### src/rtl/pipe_pkg.sv
// Shared constants and the state encoding for the fetch/decode skid register.
package pipe_pkg;

  localparam logic [31:0] PC_RST_DEFAULT = 32'h0000_3000;
  localparam logic [31:0] NOP_INSTR      = 32'h0000_0000;

  typedef enum logic [1:0] {
    ST_EMPTY = 2'd0,
    ST_BUSY  = 2'd1,
    ST_FULL  = 2'd2
  } state_e;

endpackage

### src/rtl/pipe_skid_reg.sv
// Two-entry pipeline skid register (main + skid) with flush bubble insertion
// and a saturating downstream-stall counter.
module pipe_skid_reg
  import pipe_pkg::*;
#(
  parameter int              DATA_W = 32,
  parameter int              PC_W   = 32,
  parameter logic [PC_W-1:0] PC_RST = PC_W'(PC_RST_DEFAULT),
  parameter int              CNT_W  = 16
) (
  input  logic              clk,
  input  logic              reset,
  input  logic              flush,
  input  logic              in_valid,
  output logic              in_ready,
  input  logic [PC_W-1:0]   in_pc,
  input  logic [DATA_W-1:0] in_instr,
  output logic              out_valid,
  input  logic              out_ready,
  output logic [PC_W-1:0]   out_pc,
  output logic [DATA_W-1:0] out_instr,
  output logic [CNT_W-1:0]  stall_cnt
);

  state_e              state_q;
  logic [PC_W-1:0]     main_pc_q;
  logic [DATA_W-1:0]   main_instr_q;
  logic [PC_W-1:0]     skid_pc_q;
  logic [DATA_W-1:0]   skid_instr_q;
  logic [CNT_W-1:0]    stall_cnt_q;
  logic [CNT_W-1:0]    stall_cnt_d;
  logic                accept_s;
  logic                consume_s;

  // Handshake flags come straight from the state register, never from inputs.
  assign out_valid = (state_q != ST_EMPTY);
  assign in_ready  = (state_q != ST_FULL);
  assign accept_s  = in_valid & in_ready;
  assign consume_s = out_valid & out_ready;

  assign out_pc    = main_pc_q;
  assign out_instr = main_instr_q;
  assign stall_cnt = stall_cnt_q;

  // Occupancy FSM together with the main and skid entry registers.
  always_ff @(posedge clk) begin
    if (reset) begin
      state_q      <= ST_EMPTY;
      main_pc_q    <= PC_RST;
      main_instr_q <= DATA_W'(NOP_INSTR);
      skid_pc_q    <= '0;
      skid_instr_q <= '0;
    end else if (flush) begin
      // Bubble: drop everything, keep the PC so the bubble is traceable.
      state_q      <= ST_EMPTY;
      main_instr_q <= DATA_W'(NOP_INSTR);
    end else begin
      case (state_q)
        ST_EMPTY: begin
          if (accept_s) begin
            main_pc_q    <= in_pc;
            main_instr_q <= in_instr;
            state_q      <= ST_BUSY;
          end
        end
        ST_BUSY: begin
          if (accept_s && consume_s) begin
            main_pc_q    <= in_pc;
            main_instr_q <= in_instr;
          end else if (accept_s) begin
            skid_pc_q    <= in_pc;
            skid_instr_q <= in_instr;
            state_q      <= ST_FULL;
          end else if (consume_s) begin
            state_q      <= ST_EMPTY;
          end
        end
        ST_FULL: begin
          if (consume_s) begin
            main_pc_q    <= skid_pc_q;
            main_instr_q <= skid_instr_q;
            state_q      <= ST_BUSY;
          end
        end
        default: begin
          state_q <= ST_EMPTY;
        end
      endcase
    end
  end

  // Saturating increment while the head entry is being held back.
  always_comb begin
    stall_cnt_d = stall_cnt_q;
    if (out_valid && !out_ready && (stall_cnt_q != {CNT_W{1'b1}})) begin
      stall_cnt_d = stall_cnt_q + CNT_W'(1);
    end else begin
      stall_cnt_d = stall_cnt_q;
    end
  end

  // Stall counter register; flush deliberately leaves it alone.
  always_ff @(posedge clk) begin
    if (reset) begin
      stall_cnt_q <= '0;
    end else begin
      stall_cnt_q <= stall_cnt_d;
    end
  end

endmodule
### config.mk
export PLATFORM = sky130hd
export DESIGN_NAME = pipe_skid_reg
export DESIGN_NICKNAME = d
export VERILOG_FILES = /design/src/rtl/pipe_pkg.sv /design/src/rtl/pipe_skid_reg.sv
export SDC_FILE = /design/constraint.sdc
export NUM_CORES = 1
export LEC_CHECK = 0
export CELL_PAD_IN_SITES_DETAIL_PLACEMENT = 0
export CELL_PAD_IN_SITES_GLOBAL_PLACEMENT = 1
export CORE_ASPECT_RATIO = 0.5
export CORE_UTILIZATION = 25
export CTS_CLUSTER_SIZE = 25
export DETAILED_ROUTE_END_ITERATION = 10
export PLACE_DENSITY_LB_ADDON = 0.15
export SYNTH_ARGS = -nofsm -noshare
export SYNTH_HDL_FRONTEND = slang
export SYNTH_SLANG_ARGS = --single-unit
### constraint.sdc
create_clock -name clk -period 2.6 [get_ports clk]
set_input_delay 0.78 -clock clk [delete_from_list [all_inputs] [get_ports clk]]
set_output_delay 0.78 -clock clk [all_outputs]
set_load 0.01 [all_outputs]
==> results.yml <==
route:
  via_count: 5460
  avgRoutedWirePerCell_um: 14.99
  drtIter0Drc: 282
  antenna_left: 0
  first_pass_iters: 4
  drt-total-wl_um: 18020
  drc: 0
  vias_per_cell: 4.542
critical_path:
  critical_path.endpoint_type: "output port"
  crit_arrival_ps: 1670
  worstPathRequired_ps: 1820
  worstSetupPathType: "register to output port"
  cp_max_fo: 7
  reg2reg_setup_slack_ps: 540
  cp-start-kind: "register"
placement:
  routabilityCongestion: 0.7079
  io_buffers: 150
  hpwl_um: 11110
synthesis:
  async_flop_share: 0
  yosys.area_share.adder: 0.002009
  synth_area_leaders: "dfxtp_1 47%, mux2i_1 10%, a21oi_1 8.3%, nand2_1 8.1%, a211oi_1 4.2%"
  synthCells: 720
  netlist.top_cell.by_area: "dfxtp_1"
  synth-xor-area-share: 0
  avgSynthCellArea_um2: 8.649
  synthDominantCellAreaShare: 0.4694
  synth_nets: 790
  synth-edff-count: 0
  yosys_warnings: 0
  synth_simple_gate_area_frac: 0.1885
  yosys-mux-area-fraction: 0.1155
  synth_top_family_by_area: "simple AND/OR/NAND/NOR gates"
  synth_area_mm2: 0.006227
  yosysSeqAreaShare: 0.4694
  yosysMostFrequentCell: "dfxtp_1"
  synthTopCellsByCount: "146 x dfxtp_1, 135 x nand2_1, 103 x a21oi_1"
  synth-seq-cells: 146
  synth_cell_types: 45
  synth-compound-area-share: 0.1744
  ys.flop_type: "dfxtp_1"
cts:
  cts.hold.buffers_added: 0
  cts-resized-gates: 0
  cts_setup_buffers: 0
  cts.path.max_buffers: 2
  clk_pin_slew_ps: 60
  cts_htree_levels: 4
  cts_tree: "done"
  cts_root_buf: "clkbuf_16"
  cts_made_buffers: 17
  cts_sinks: 146
  clock_latency_ps: 430
floorplanning:
  die_w_um: 225.2
  fp.dieArea_mm2: 0.02558
  num_rows: 40
  core-area_mm2: 0.02422
  die_y_um: 113.6
  start_util: 0.2571
  ios: 151
timing:
  report.final.hold_viol_count: 0
  rsz0062_at_grt: "false"
  worst_pin_slew_ps: 807.3
  fin_tns_setup_ps: 0
  finalCriticalPeriod_ps: 2453
  setup_viol: 0
  final_max_slew_viol_count: 0
  fin_skew_ps: 8.376
  period_share: 0.9436
  slew_headroom: 0.4618
  fmax_mhz: 407.6
global_routing:
  grt_pass1_wl_um: 28720
  grt_max_degree: 121
  overflow: 0
  grt_usage: 0.1466
  grt_pass1_vias: 5247
  antenna_found_initial: 1
final_layout:
  regArea_mm2: 0.002924
  layout-drive-gt1-share: 0.08324
  nets: 922
  nFillCells: 2513
  multiInputGateArea_mm2: 0.003030
  area_growth_pct: 41.11
power_and_ir_drop:
  cell_internal_pwr_mw: 4.351
  p_clk_frac: 0.482
  powerDensity_mw_per_mm2: 640.5
  seq_power_share: 0.416
  p_leak_nw: 3.413
  total_power_mw: 5.629
  switching_share: 0.2269
  switching_power_mw: 1.277
  peakVddDrop_uv: 313.6
  combPwrFrac: 0.102
run:
  maxCapViolCount: 0
min_path:
  hold_class: "register to register"
status:
  status: "finished clean"
==> metal layers <==
metal  GRT usage  vias to the layer above  wire, um
met4     0.06032                        0       279
met3     0.03993                       20       557
met1      0.1823                     2586      8632
li1            -                     2793         -
met5           0                        -         0
met2      0.2405                       61      8552
==> state kept, by name (all words and copies together), names as in the netlist <==
register and count:
out_pc 32, skid_pc_q 32, out_instr 32, stall_cnt 16, state_q 2, skid_instr_q 32
==> worst max-delay path, cell delays in order, from the launching register on <==
cell	delay, ps
dfxtp_1	500
or2_2	190
clkdlybuf4s50_1	560
==> cell type report <==
cell class,count,share of cell area
Inverter,4,0.001709
Clock buffer,21,0.05240
Clock inverter,11,0.02079
Timing Repair Buffer,171,0.1993
Antenna cell,1,0.0002848
Multi-Input combinational cell,512,0.3449
Tap cell,336,0.04784
Sequential cell,146,0.3328
==> stage by stage <==
stage	util	cell area, um^2	hold slack (ps)	cells	worst slack, ps
finish	0.3628	8787	450.7	1202	146.5
global route	0.3627	8785	466.1	1201	38.39
CTS	0.3626	8783	454.4	1201	13.29
detailed placement	0.3361	8140	446.0	1169	5.371
global placement	0.3361	8140	438.9	1169	31.59
floorplan	-	6227	433.8	720	576.6
==> placed cells by master (no fill, tap or decap), types with 14 or more instances in the layout <==
master           instances
clkdlybuf4s50_1        148
nand2_1                135
dfxtp_1                145
o21ai_0                 31
a211oi_1                35
nor2_1                  45
mux2i_1                 64
clkbuf_16               17
buf_4                   14
or3_1                   31
a21oi_1                103
==> cells by family after synthesis <==
group                      Yosys count
buffers and inverters               62
AOI/OAI and AO/OA                  186
adders and majority gates            1
and+or+nand+nor                    254
muxes                               71
DFF                                146
==> power groups by stage <==
stage | Sequential, mW | Combinational (mW) | Clock, mW
after global routing | 2.35 | 0.628 | 2.92
after floorplan | 2.41 | 0.224 | 0
final | 2.34 | 0.573 | 2.72
after detailed placement | 2.39 | 0.581 | 0
after global placement | 2.39 | 0.578 | 0
after CTS | 2.34 | 0.583 | 2.81
==> path summary, 6_finish.rpt <==
path | from | to | cells after the start
setup / recovery | state_q[1] | out_valid | 2
hold / removal | skid_pc_q[27] | skid_pc_q[27] | 2
setup reg to reg | stall_cnt[1] | stall_cnt[6] | 6
hold reg to reg | skid_pc_q[27] | skid_pc_q[27] | 2
Power figures use the tool's default switching activity.
